File: src/rtl/cpu_pkg.sv
// cpu_pkg: shared ALU-control codes, decoder encodings and small helpers for the pipeline stages.
package cpu_pkg;

    typedef enum logic [2:0] {
        ALU_ADD = 3'd0,
        ALU_SUB = 3'd1,
        ALU_MUL = 3'd2,
        ALU_AND = 3'd3,
        ALU_OR  = 3'd4,
        ALU_NOP = 3'd5
    } alu_ctrl_e;

    localparam logic [1:0] AOP_ADD   = 2'b00;
    localparam logic [1:0] AOP_SUB   = 2'b01;
    localparam logic [1:0] AOP_RTYPE = 2'b10;
    localparam logic [1:0] AOP_OR    = 2'b11;

    localparam logic [5:0] FN_ADD = 6'b100000;
    localparam logic [5:0] FN_SUB = 6'b100010;
    localparam logic [5:0] FN_MUL = 6'b011000;
    localparam logic [5:0] FN_AND = 6'b100100;
    localparam logic [5:0] FN_OR  = 6'b100101;

    typedef struct packed {
        logic        valid;
        logic        reg_write;
        logic        mem_read;
        logic        mem_write;
        logic        mem_to_reg;
        logic        alu_src;
        logic [2:0]  alu_ctrl;
        logic [4:0]  wr_addr;
        logic [4:0]  rs_addr;
        logic [4:0]  rt_addr;
        logic [31:0] rs_data;
        logic [31:0] rt_data;
        logic [31:0] imm;
    } id_ex_t;

    function automatic logic [31:0] sext16(input logic [15:0] v);
        return {{16{v[15]}}, v};
    endfunction

    // r0 is hard-wired zero, so a write to it never forwards.
    function automatic logic fwd_hit(input logic we, input logic [4:0] rd, input logic [4:0] idx);
        return we && rd != 5'd0 && rd == idx;
    endfunction

endpackage

File: src/rtl/alu_ctrl_dec.sv
// alu_ctrl_dec: maps the main-decoder ALU class and R-type funct onto the 3-bit ALU control code.
module alu_ctrl_dec
    import cpu_pkg::*;
(
    input  logic [1:0] alu_op_i,
    input  logic [5:0] funct_i,
    output logic [2:0] alu_ctrl_o
);
    always_comb begin
        alu_ctrl_o = alu_op_i == AOP_ADD ? ALU_ADD :
                     alu_op_i == AOP_SUB ? ALU_SUB :
                     alu_op_i == AOP_OR  ? ALU_OR  :
                     funct_i  == FN_ADD  ? ALU_ADD :
                     funct_i  == FN_SUB  ? ALU_SUB :
                     funct_i  == FN_MUL  ? ALU_MUL :
                     funct_i  == FN_AND  ? ALU_AND :
                     funct_i  == FN_OR   ? ALU_OR  : ALU_NOP;
    end
endmodule

File: src/rtl/id_ex_stage.sv
// id_ex_stage: ID/EX register with ALU-control decode, operand forwarding and load-use detection.
// Forwarding muxes and the stall refresh exist only when ID_EX_FORWARD_EN is defined.
module id_ex_stage
    import cpu_pkg::*;
(
    input  logic        clk_i,
    input  logic        rst_i,
    input  logic        stall_i,
    input  logic        flush_i,
    input  logic        valid_i,
    input  logic [31:0] rs_data_i,
    input  logic [31:0] rt_data_i,
    input  logic [15:0] imm_i,
    input  logic [4:0]  rs_addr_i,
    input  logic [4:0]  rt_addr_i,
    input  logic [4:0]  rd_addr_i,
    input  logic [5:0]  funct_i,
    input  logic [1:0]  alu_op_i,
    input  logic        alu_src_i,
    input  logic        reg_dst_i,
    input  logic        reg_write_i,
    input  logic        mem_read_i,
    input  logic        mem_write_i,
    input  logic        mem_to_reg_i,
    input  logic        exmem_reg_write_i,
    input  logic [4:0]  exmem_rd_i,
    input  logic [31:0] exmem_data_i,
    input  logic        memwb_reg_write_i,
    input  logic [4:0]  memwb_rd_i,
    input  logic [31:0] memwb_data_i,
    output logic [31:0] data1_o,
    output logic [31:0] data2_o,
    output logic [2:0]  alu_ctrl_o,
    output logic [31:0] store_data_o,
    output logic [4:0]  wr_addr_o,
    output logic        reg_write_o,
    output logic        mem_read_o,
    output logic        mem_write_o,
    output logic        mem_to_reg_o,
    output logic        valid_o,
    output logic        load_use_o
);
    id_ex_t      ex, nxt;
    logic [2:0]  dec_ctrl;
    logic [31:0] rs_fwd, rt_fwd;

    alu_ctrl_dec u_dec (
        .alu_op_i   (alu_op_i),
        .funct_i    (funct_i),
        .alu_ctrl_o (dec_ctrl)
    );

    // A bubble from ID (valid_i=0) must not write or touch memory.
    always_comb begin
        nxt            = '0;
        nxt.valid      = valid_i;
        nxt.reg_write  = valid_i & reg_write_i;
        nxt.mem_read   = valid_i & mem_read_i;
        nxt.mem_write  = valid_i & mem_write_i;
        nxt.mem_to_reg = valid_i & mem_to_reg_i;
        nxt.alu_src    = alu_src_i;
        nxt.alu_ctrl   = dec_ctrl;
        nxt.wr_addr    = reg_dst_i ? rd_addr_i : rt_addr_i;
        nxt.rs_addr    = rs_addr_i;
        nxt.rt_addr    = rt_addr_i;
        nxt.rs_data    = rs_data_i;
        nxt.rt_data    = rt_data_i;
        nxt.imm        = sext16(imm_i);
    end

    always_ff @(posedge clk_i or posedge rst_i) begin
        if (rst_i) ex <= '0;
        else if (flush_i) ex <= '0;
        else if (!stall_i) ex <= nxt;
`ifdef ID_EX_FORWARD_EN
        // A writer retiring during the stall would otherwise leave a stale held operand.
        else begin
            if (fwd_hit(memwb_reg_write_i, memwb_rd_i, ex.rs_addr)) ex.rs_data <= memwb_data_i;
            if (fwd_hit(memwb_reg_write_i, memwb_rd_i, ex.rt_addr)) ex.rt_data <= memwb_data_i;
        end
`endif
    end

`ifdef ID_EX_FORWARD_EN
    always_comb begin
        rs_fwd = fwd_hit(exmem_reg_write_i, exmem_rd_i, ex.rs_addr) ? exmem_data_i :
                 fwd_hit(memwb_reg_write_i, memwb_rd_i, ex.rs_addr) ? memwb_data_i : ex.rs_data;
        rt_fwd = fwd_hit(exmem_reg_write_i, exmem_rd_i, ex.rt_addr) ? exmem_data_i :
                 fwd_hit(memwb_reg_write_i, memwb_rd_i, ex.rt_addr) ? memwb_data_i : ex.rt_data;
    end
`else
    logic unused_fwd;
    assign unused_fwd = ^{exmem_reg_write_i, exmem_rd_i, exmem_data_i, memwb_reg_write_i,
                          memwb_rd_i, memwb_data_i, ex.rs_addr, ex.rt_addr};
    assign rs_fwd = ex.rs_data;
    assign rt_fwd = ex.rt_data;
`endif

    assign data1_o      = rs_fwd;
    assign data2_o      = ex.alu_src ? ex.imm : rt_fwd;
    assign store_data_o = rt_fwd;
    assign alu_ctrl_o   = ex.alu_ctrl;
    assign wr_addr_o    = ex.wr_addr;
    assign reg_write_o  = ex.reg_write;
    assign mem_read_o   = ex.mem_read;
    assign mem_write_o  = ex.mem_write;
    assign mem_to_reg_o = ex.mem_to_reg;
    assign valid_o      = ex.valid;
    assign load_use_o   = ex.valid & ex.mem_read & (ex.wr_addr != 5'd0) &
                          (ex.wr_addr == rs_addr_i || ex.wr_addr == rt_addr_i);
endmodule

File: config.mk
export PLATFORM = sky130hd
export DESIGN_NAME = id_ex_stage
export DESIGN_NICKNAME = d
export VERILOG_FILES = /design/src/rtl/cpu_pkg.sv /design/src/rtl/alu_ctrl_dec.sv /design/src/rtl/id_ex_stage.sv
export SDC_FILE = /design/constraint.sdc
export NUM_CORES = 1
export LEC_CHECK = 0
export CORE_AREA = 4 4 118 120
export CTS_BUF_LIST = sky130_fd_sc_hd__clkbuf_8
export CTS_CLUSTER_DIAMETER = 200
export CTS_CLUSTER_SIZE = 16
export DETAILED_ROUTE_END_ITERATION = 6
export DIE_AREA = 0 0 122 124
export GPL_ROUTABILITY_DRIVEN = 1
export HOLD_SLACK_MARGIN = 0.06
export PLACE_DENSITY = 0.83
export REMOVE_ABC_BUFFERS = 1
export SLEW_MARGIN = 20
export SYNTH_ARGS = -nofsm -noshare
export SYNTH_HDL_FRONTEND = slang
export SYNTH_SLANG_ARGS = --single-unit
File: constraint.sdc
create_clock -name clk_i -period 4.1 [get_ports clk_i]
set_clock_uncertainty 0.15 [all_clocks]
set_input_delay 0.615 -clock clk_i [delete_from_list [all_inputs] [get_ports clk_i]]
set_output_delay 0.615 -clock clk_i [all_outputs]
set_load 0.005 [all_outputs]
==> metrics.md, run 1 <==
| Metric | Value |
|---|---|
| Global-route wire length before repair | `approximately 20000 microns` |
| Total Routing Usage GR | `0.169` |
| Total negative slack for setup checks | `0 ns` |
| Syn Inst Count | `483` |
| Mean routed wirelength per cell | `about 16 microns` |
| Final instance area | `approximately 0.007 sq mm` |
| Core Footprint | `approximately 0.013 sq mm` |
| Weighted congestion reported at the end of routability-driven placement | `roughly 0.74` |
| Status | `finished, final reports clean` |
| Worst setup EP type | `primary output` |
| TritonCTS sink count | `between 90 and 100` |
| Maxcap violations | `0` |
| I/O pin count | `300` |
| Total number of nets in the final design | `about 800` |
| Post-detailed-route count of antenna-violating nets | `0` |
| Final period util | `0.794` |
| Synthesized area divided by synthesized cell count | `10.3 sq um` |
| RSZ-0062 raised after global routing | `false` |
| Worst-Margin Slew | `0.770 ns` |
| Worst path max stage delay | `approximately 0.85 ns` |
| Port Buffer Count | `between 200 and 250` |
| Area added between synthesis and finish | `41.2%` |
| Pin count of the biggest net entering global routing | `55` |
| CTS tree | `built` |
| Via count of the first global-routing pass | `~3900` |
| Clock transition at the registers of the reported paths | `around 0.090 ns` |
| Max Slew Vio Count | `0` |
| Primary FF master, synth | `sky130_fd_sc_hd__dfrtp_1` |
| Area share of the leading cell type in the synthesized netlist | `0.475` |
| Inserted Diodes | `0` |
| Initial Utilization | `0.382` |
| CP max-delay cell | `sky130_fd_sc_hd__dfrtp_1` |
| Crit path launch type | `register` |
| Count of standard-cell rows | `42` |
| Peak supply drop | `about 0.00023 V` |
| Proportion of layout cells with a drive suffix above 1 | `0.0734` |
| Flops & latches, synth | `94` |
| HPWL after detailed placement | `9280 microns` |
| Achievable frequency | `about 0.31 GHz` |
| Sequential area share after synthesis | `0.475` |
| Type of the worst setup path | `reg -> out` |
| Number of buffers added to fix hold violations after cts | `0` |
| Resized cells post-CTS | `0` |
| Drt first pass iters | `4` |
| Number of synthesized flops with an enable pin | `0` |
| Number of unique standard cell types used by synthesis | `28` |
| Final setup violation count | `0` |
| Crit-path cells | `nand2_1 > o21ai_0 > clkdlybuf4s50_1` |
| Number of post-CTS setup repair buffers | `0` |
| Worst endpoint data arrival time | `2.49 ns` |
| Die height | `around 120 microns` |
| Data required time at the worst endpoint | `about 3.3 ns` |
| DIE WIDTH | `~120 microns` |
| Number of buffers added by the clock tree synthesis step | `9` |
| Antenna violations before repair | `0` |
| Vias per cell | `4.67` |
| Min Clock Period, post-route | `between 3 and 4 ns` |
| Min-delay worst type | `in -> async` |
| Cell with the most instances after synthesis | `sky130_fd_sc_hd__nor2_1` |
| Insertion delay to the later sink of the worst-skew pair | `0.37 ns` |
| LEAKAGE | `around 3.2 nW` |
| Gr ovfl total | `0` |
| Routed wire length | `12600 microns` |
| Via count | `between 3000 and 4000` |
| Most area-hungry cell type in the Yosys netlist | `sky130_fd_sc_hd__dfrtp_1` |
| Violation count after the first detailed-routing iteration | `between 100 and 150` |
| Max_slew headroom | `0.487` |
| Cell types with the highest counts after synthesis | `sky130_fd_sc_hd__nor2_1, sky130_fd_sc_hd__dfrtp_1, sky130_fd_sc_hd__mux2i_1` |
| Maximum level of the CTS H-tree | `3` |
| Hold violation count in the final report | `0` |
| Crit-path max FO | `17` |
| Post-DP Area | `0.00678 sq mm` |
| Number of synthesis warnings | `0` |
| Die Footprint | `0.0151 sq mm` |
| Residual DRC | `0` |
| Synth top area cells | `sky130_fd_sc_hd__dfrtp_1, sky130_fd_sc_hd__mux2i_1, sky130_fd_sc_hd__buf_4, sky130_fd_sc_hd__nor2_1, sky130_fd_sc_hd__mux2_2` |
| Post-synthesis async set-or-reset flop share | `1.00` |
| Clock root cell | `sky130_fd_sc_hd__clkbuf_8` |
| Pwr per Cell Area | `around 310 mW/mm^2` |
| Post-synth design cell area | `0.00495 sq mm` |
| Number of buffers on the longest clock path | `2` |
area by class of cell:
class	count	area (sq um)
clock buffers	9	124
clock inverters	7	96.3
fillers	1152	5980
inverters	20	77.6
multi-input cells	269	1850
flip-flops and latches	94	2350
well taps	176	220
repair buffers	228	2270
metrics by stage:
| step | util | cells | power [mW] | setup WS, ns | hold WS [ns] |
|---|---|---|---|---|---|
| after CTS | 0.539 | 803 | 2.20 | 0.795 | 0.314 |
| after global placement | 0.522 | 787 | 1.48 | 1.17 | 0.348 |
| after floorplan | - | 383 | 1.17 | 0.886 | 0.334 |
| final | 0.539 | 803 | 2.16 | 0.846 | 0.340 |
| after global routing | 0.539 | 803 | 2.28 | 0.644 | 0.310 |
| after detailed placement | 0.522 | 787 | 1.49 | 1.19 | 0.364 |
metal layers:
metal | share of wire | GRT usage
met2 | 0.49 | 0.282
met3 | 0.093 | 0.0672
met5 | 0 | 0
met1 | 0.40 | 0.198
met4 | 0.016 | 0.0595
cell usage in the layout, fill, tap and decap left out:
cell	count
sky130_fd_sc_hd__bufinv_16	2
sky130_fd_sc_hd__xor2_1	6
sky130_fd_sc_hd__nand2_1	6
sky130_fd_sc_hd__clkinv_4	1
sky130_fd_sc_hd__a2111oi_4	1
sky130_fd_sc_hd__clkbuf_8	9
sky130_fd_sc_hd__and4bb_2	1
sky130_fd_sc_hd__inv_6	2
sky130_fd_sc_hd__nand3_1	3
sky130_fd_sc_hd__dfrtp_1	94
sky130_fd_sc_hd__or4_1	1
sky130_fd_sc_hd__nor2_1	103
sky130_fd_sc_hd__inv_1	19
sky130_fd_sc_hd__clkdlybuf4s50_1	221
sky130_fd_sc_hd__a21oi_1	13
sky130_fd_sc_hd__nand3b_1	1
sky130_fd_sc_hd__nor3_1	2
sky130_fd_sc_hd__buf_2	1
sky130_fd_sc_hd__mux2_2	15
sky130_fd_sc_hd__nor3b_2	1
sky130_fd_sc_hd__a21bo_1	1
sky130_fd_sc_hd__a221oi_2	1
sky130_fd_sc_hd__a32oi_1	1
sky130_fd_sc_hd__inv_4	1
sky130_fd_sc_hd__o211ai_1	1
sky130_fd_sc_hd__a21oi_2	1
sky130_fd_sc_hd__mux2i_1	87
sky130_fd_sc_hd__xnor2_1	5
sky130_fd_sc_hd__o21ai_0	17
sky130_fd_sc_hd__a21o_2	1
sky130_fd_sc_hd__nor2_2	1
sky130_fd_sc_hd__buf_12	1
sky130_fd_sc_hd__clkinv_2	2
sky130_fd_sc_hd__buf_4	5
logic make-up after synthesis:
logic type / count (synthesis) / synth area share
XOR/XNOR: 11 / 0.0194
AND/OR/NAND/NOR: 119 / 0.0970
flip-flops: 94 / 0.475
buffers and inverters: 120 / 0.151
AO/OA/AOI/OAI: 37 / 0.0477
multiplexers: 102 / 0.210
flip-flops by register name, indices dropped and copies added (netlist names), 3 cells and up:
register and cells:
data1_o 32, store_data_o 32, ex 17, wr_addr_o 5
alu_ctrl_o 3
worst max-delay path, delay by kind of cell, from the launching register on:
kind	cells	cell delay, ns
AOI/OAI and AO/OA	1	0.22
buffers and inverters	1	0.55
DFF	1	0.85
and+or+nand+nor	1	0.49
power breakdown:
group	leakage (nW)	switching, mW	internal [mW]
Combinational	1.83	0.168	0.281
Clock	0.114	0.341	0.347
Sequential	1.25	0.0409	0.977
final timing paths:
kind                          from                to  slack (ns)  depth (start not counted)
max in group asynchronous    rst_i  store_data_o[25]        2.67                          3
hold / removal               rst_i       data1_o[29]        0.34                          2
setup reg to reg           ex[114]           ex[114]        2.44                          3
setup / recovery           ex[114]       data2_o[26]        0.85                          3
hold reg to reg             ex[30]            ex[30]        0.38                          2
min in group clk_i          ex[30]            ex[30]        0.38                          2
No activity file was read; power rests on OpenSTA's default activity.
==> run 2, diff against run 1 <==
- clock period: 4.1 -> 3.34 ns (I/O delays scaled with it)
==> run 2 against run 1 <==
  * Flip-flop and latch count did not move
  * Largest cell class unchanged
  * Global-route usage shrank 0.61 points
  * Count of clock-buffer cells in the layout rose by 1
  * Register-to-register slack got worse by 0.16 ns
  * Die area did not move
  * Sequential power grew 22%
  * Combinational power grew 25%
  * Sequential share of layout area is 0.20 points lower
==> metrics.md, run 2 (synthesis results as in run 1) <==
| Metric | Value |
|---|---|
| Min Clock Period, post-route | `around 2.7 ns` |
| Maximum level of the CTS H-tree | `3` |
| Min-delay worst type | `in -> async` |
| Fill count | `1132` |
| Number of placed instances with taps included | `around 790` |
| Post-DP Area | `between 0.006 and 0.007 sq mm` |
| Worst-Margin Slew | `0.799 ns` |
| Overall power | `2.68 mW` |
| Port Buffer Count | `between 200 and 250` |
| Wl on met1 | `4920 microns` |
| Inserted Diodes | `0` |
| Final cell count without fillers | `~800` |
| Number of post-CTS setup repair buffers | `0` |
| Data required time at the worst endpoint | `roughly 2.7 ns` |
| Global-route wire length before repair | `19400 microns` |
| Crit-path cells | `buf_4 > nand2_1 > o21ai_0 > clkdlybuf4s50_1` |
| Proportion of layout cells with a drive suffix above 1 | `0.0748` |
| Count of standard-cell rows | `42` |
| Via count | `~3700` |
| Area occupied by multi-input gates | `about 0.0019 sq mm` |
| DIE WIDTH | `between 100 and 150 microns` |
| DR WL met3 | `1180 microns` |
| Hold violation count in the final report | `0` |
| Number of buffers on the longest clock path | `2` |
| TritonCTS sink count | `94` |
| Violation count after the first detailed-routing iteration | `142` |
| Worst setup EP type | `primary output` |
| Residual DRC | `0` |
| Post-detailed-route count of antenna-violating nets | `0` |
| Max_slew headroom | `0.467` |
| Routed wire length | `roughly 12000 microns` |
| Max Slew Vio Count | `0` |
| Initial Utilization | `0.382` |
| I/O pin count | `300` |
| Clock root cell | `sky130_fd_sc_hd__clkbuf_8` |
| Insertion delay to the later sink of the worst-skew pair | `approximately 0.37 ns` |
| Achievable frequency | `0.366 GHz` |
| Antenna violations before repair | `0` |
| CP max-delay cell | `sky130_fd_sc_hd__clkdlybuf4s50_1` |
| Number of buffers added by the clock tree synthesis step | `9` |
| Number of buffers added to fix hold violations after cts | `0` |
| Worst path max stage delay | `around 0.54 ns` |
| Storage cell area | `between 0.002 and 0.0025 sq mm` |
| Gr ovfl total | `0` |
| Die height | `approximately 120 microns` |
| Total Routing Usage GR | `0.163` |
| Worst endpoint data arrival time | `2.08 ns` |
| Via count of the first global-routing pass | `slightly below 4000` |
| Status | `finished, final reports clean` |
| Area added between synthesis and finish | `42.1%` |
| Crit-path max FO | `21` |
| Weighted congestion reported at the end of routability-driven placement | `0.781` |
| LEAKAGE | `3.20 nW` |
| Most common cell after layout, fill and taps aside | `sky130_fd_sc_hd__clkdlybuf4s50_1` |
| Final setup violation count | `0` |
| CTS tree | `built` |
| Pwr per Cell Area | `approximately 380 mW/mm^2` |
| Total negative slack for setup checks | `0 ns` |
| Worst setup slack before clock tree synthesis | `about 0.65 ns` |
| Core Footprint | `between 0.01 and 0.015 sq mm` |
| Pin count of the biggest net entering global routing | `55` |
| Maxcap violations | `0` |
| RSZ-0062 raised after global routing | `false` |
| Resized cells post-CTS | `0` |
| Wire length on met2 | `slightly above 6000 microns` |
| HPWL after detailed placement | `9190 microns` |
| Drt first pass iters | `7` |
| Worst path setup slack after routing | `roughly 0.61 ns` |
| Clock transition at the registers of the reported paths | `roughly 0.10 ns` |
| Commonest cells after routing, fill and taps aside | `sky130_fd_sc_hd__clkdlybuf4s50_1, sky130_fd_sc_hd__nor2_1, sky130_fd_sc_hd__dfrtp_1` |
| Die Footprint | `around 0.015 sq mm` |
| Crit path launch type | `register` |
| Total number of nets in the final design | `between 800 and 900` |
| Final instance area | `just over 0.007 sq mm` |
| Vias per cell | `~4.7` |
| Peak supply drop | `approximately 0.00031 V` |
| Topmost layer with routed signal wires | `met4` |
| Mean routed wirelength per cell | `roughly 15 microns` |
| Type of the worst setup path | `reg -> out` |
| Final period util | `0.818` |
run 2: final timing paths:
kind | start | to | slack [ns] | cells after the start
setup / recovery | ex[114] | data2_o[31] | 0.61 | 4
hold / removal | rst_i | data1_o[1] | 0.37 | 2
setup reg to reg | ex[114] | ex[114] | 2.28 | 3
hold reg to reg | ex[14] | ex[14] | 0.37 | 2
max in group asynchronous | rst_i | store_data_o[17] | 1.98 | 3
min in group clk_i | ex[14] | ex[14] | 0.37 | 2
run 2: stage by stage:
| stage | utilization | hold WS [ns] |
|---|---|---|
| final | 0.542 | 0.372 |
| after floorplan | - | 0.334 |
| after CTS | 0.542 | 0.367 |
| after global placement | 0.525 | 0.348 |
| after global routing | 0.542 | 0.400 |
| after detailed placement | 0.525 | 0.358 |
run 2: report_power, final:
part	internal, mW	switching (mW)
logic	0.349	0.211
registers	1.20	0.0447
clock network	0.447	0.426
run 2: routing by layer:
| metal | GRT usage | vias up |
|---|---|---|
| li1 | - | 1781 |
| met1 | 0.195 | 1796 |
| met2 | 0.261 | 150 |
| met3 | 0.0649 | 20 |
| met4 | 0.0679 | 0 |
| met5 | 0 | - |
run 2: final cells by class:
class,count,area share
Sequential cell,94,0.334
Tap cell,176,0.0313
Clock buffer,10,0.0195
Inverter,20,0.0110
Multi-Input combinational cell,269,0.263
Clock inverter,6,0.0132
Timing Repair Buffer,229,0.328
run 2: worst max-delay path, delay by kind of cell, from the launching register on:
kind	cells	cell delay, ns
flops	1	0.35
buf+inv	2	0.80
compound gates	1	0.20
simple gates	1	0.35
==> run 3, diff against run 2 <==
- clock period: 3.34 -> 2.7 ns (I/O delays scaled with it)
==> run 3 against run 2 <==
  * Count of clock-buffer cells in the layout is 2 higher
  * Combinational power is 24% higher
  * Hold slack worse by 0.23 ns
  * Cell area hardly changed
  * Worst setup slack worse by 0.39 ns
  * Die area stayed put
  * Clock power is 3.8% higher
  * Register-to-register slack worse by 0.63 ns
  * Sequential share of layout area hardly changed
  * Critical path type unchanged
  * Highest routed layer unchanged
==> metrics.md, run 3 (synthesis results as in run 1) <==
| Metric | Value |
|---|---|
| Drt first pass iters | `4` |
| Final Hold Slack | `around 0.14 ns` |
| Worst endpoint data arrival time | `1.93 ns` |
| Global routing met1 resource utilization | `0.187` |
| RSZ-0062 raised after global routing | `false` |
| Worst path setup slack after routing | `between 0.2 and 0.25 ns` |
| Worst-Margin Slew | `between 0.7 and 0.8 ns` |
| Die Footprint | `between 0.015 and 0.02 sq mm` |
| Hold violation count in the final report | `0` |
| Worst reg2reg setup slack | `1.65 ns` |
| Gr ovfl total | `0` |
| Port Buffer Count | `223` |
| Number of buffers added by the clock tree synthesis step | `9` |
| Crit-path max FO | `23` |
| Most common cell after layout, fill and taps aside | `sky130_fd_sc_hd__clkdlybuf4s50_1` |
| Violation count after the first detailed-routing iteration | `about 110` |
| Residual DRC | `0` |
| Reg2Reg Capture Point | `ex[114]` |
| Min Clock Period, post-route | `approximately 2.5 ns` |
| Via count of the first global-routing pass | `roughly 4000` |
| Met3 usage in global routing | `0.0704` |
| Final period util | `0.921` |
| Core Footprint | `0.0130 sq mm` |
| Maximum level of the CTS H-tree | `3` |
| Global-route wire length before repair | `a little under 20000 microns` |
| Data required time at the worst endpoint | `2.14 ns` |
| Commonest cells after routing, fill and taps aside | `sky130_fd_sc_hd__clkdlybuf4s50_1, sky130_fd_sc_hd__nor2_1, sky130_fd_sc_hd__dfrtp_1` |
| Via count | `3759` |
| Maxcap violations | `0` |
| Post-detailed-route count of antenna-violating nets | `0` |
| Routed wire length | `12500 microns` |
| Total negative slack for setup checks | `0 ns` |
| Mean routed wirelength per cell | `~15 microns` |
| Worst setup slack before clock tree synthesis | `0.187 ns` |
| Status | `finished, final reports clean` |
| Inserted Diodes | `0` |
| HPWL after detailed placement | `9310 microns` |
| Peak supply drop | `between 0.0003 and 0.0004 V` |
| Final instance area | `roughly 0.0070 sq mm` |
| Total Routing Usage GR | `0.166` |
| Number of buffers on the longest clock path | `2` |
| DIE WIDTH | `between 100 and 150 microns` |
| Overall power | `3.14 mW` |
| Die height | `about 120 microns` |
| TritonCTS sink count | `94` |
| Number of post-CTS setup repair buffers | `0` |
| Storage cell area | `about 0.0024 sq mm` |
| CTS tree | `built` |
| Pin count of the biggest net entering global routing | `95` |
| I/O pin count | `300` |
| Clock root cell | `sky130_fd_sc_hd__clkbuf_8` |
| Weighted congestion reported at the end of routability-driven placement | `0.773` |
| Clock transition at the registers of the reported paths | `around 0.09 ns` |
| Post-DP Area | `about 0.0068 sq mm` |
| Initial Utilization | `0.382` |
| Area occupied by multi-input gates | `0.00186 sq mm` |
| Pwr per Cell Area | `around 450 mW/mm^2` |
| Area added between synthesis and finish | `42.0%` |
| Depth of the worst register-to-register path | `3` |
| R2r startpoint | `ex[114]` |
| Total number of nets in the final design | `~820` |
| Min-delay worst type | `in -> async` |
| Antenna violations before repair | `0` |
| Max Slew Vio Count | `0` |
| Fill count | `1160` |
| Count of standard-cell rows | `between 40 and 50` |
| Final setup violation count | `0` |
| Worst setup EP type | `primary output` |
| Crit path launch type | `register` |
| Type of the worst setup path | `reg -> out` |
| Insertion delay to the later sink of the worst-skew pair | `roughly 0.35 ns` |
| Vias per cell | `4.66` |
| Achievable frequency | `~0.4 GHz` |
| Met2 demand-to-capacity share in global routing | `0.286` |
| Max_slew headroom | `0.476` |
| LEAKAGE | `3.23 nW` |
| Proportion of layout cells with a drive suffix above 1 | `0.0824` |
| Most congested layer reported by global routing | `met2` |
[run 3: stage by stage]
| stage | utilization | cells |
|---|---|---|
| final | 0.542 | 807 |
| after global routing | 0.542 | 807 |
| after CTS | 0.542 | 807 |
| after detailed placement | 0.526 | 791 |
| after global placement | 0.526 | 791 |
| after floorplan | - | 383 |
[run 3: worst max path at each step]
| stage | startpoint | end | slack [ns] | depth (start not counted) |
|---|---|---|---|---|
| floorplan | rst_i | alu_ctrl_o[0] | -0.30 | 1 |
| global placement | rt_addr_i[0] | load_use_o | 0.20 | 6 |
| detailed placement | rt_addr_i[3] | load_use_o | 0.19 | 6 |
| CTS | wr_addr_o[1] | load_use_o | 0.07 | 4 |
| global route | ex[114] | data2_o[20] | 0.004 | 4 |
| finish | ex[114] | data2_o[18] | 0.21 | 4 |
[run 3: cell type report]
class	instances	area share
Tap cell	176	0.0313
Clock buffer	12	0.0235
Inverter	20	0.0110
Sequential cell	94	0.335
Clock inverter	4	0.00427
Multi-Input combinational cell	269	0.264
Timing Repair Buffer	232	0.332
[run 3: worst max-delay path, cell delays in order, from the launching register on]
cell,delay [ns]
sky130_fd_sc_hd__dfrtp_1,0.35
sky130_fd_sc_hd__buf_4,0.28
sky130_fd_sc_hd__nand2_2,0.24
sky130_fd_sc_hd__o21ai_0,0.15
sky130_fd_sc_hd__clkdlybuf4s50_1,0.55
[run 3: layer usage]
metal	part of all wire	vias to the layer above
met1	0.38	1817
met3	0.093	13
li1	-	1787
met4	0.014	0
met2	0.51	142
met5	0	-
[run 3: power by group]
group          total (mW)  switching (mW)  internal (mW)
clock network       0.906           0.493          0.412
registers            1.54          0.0562           1.48
logic               0.696           0.261          0.435
[run 3: timing repair]
action	4_1_cts	5_1_grt
pin swaps	0	1
endpoints found under the setup margin	3	1
resized for setup	1	2
hold buffers	0	0
cloned	0	0
hold endpoints to repair	0	0
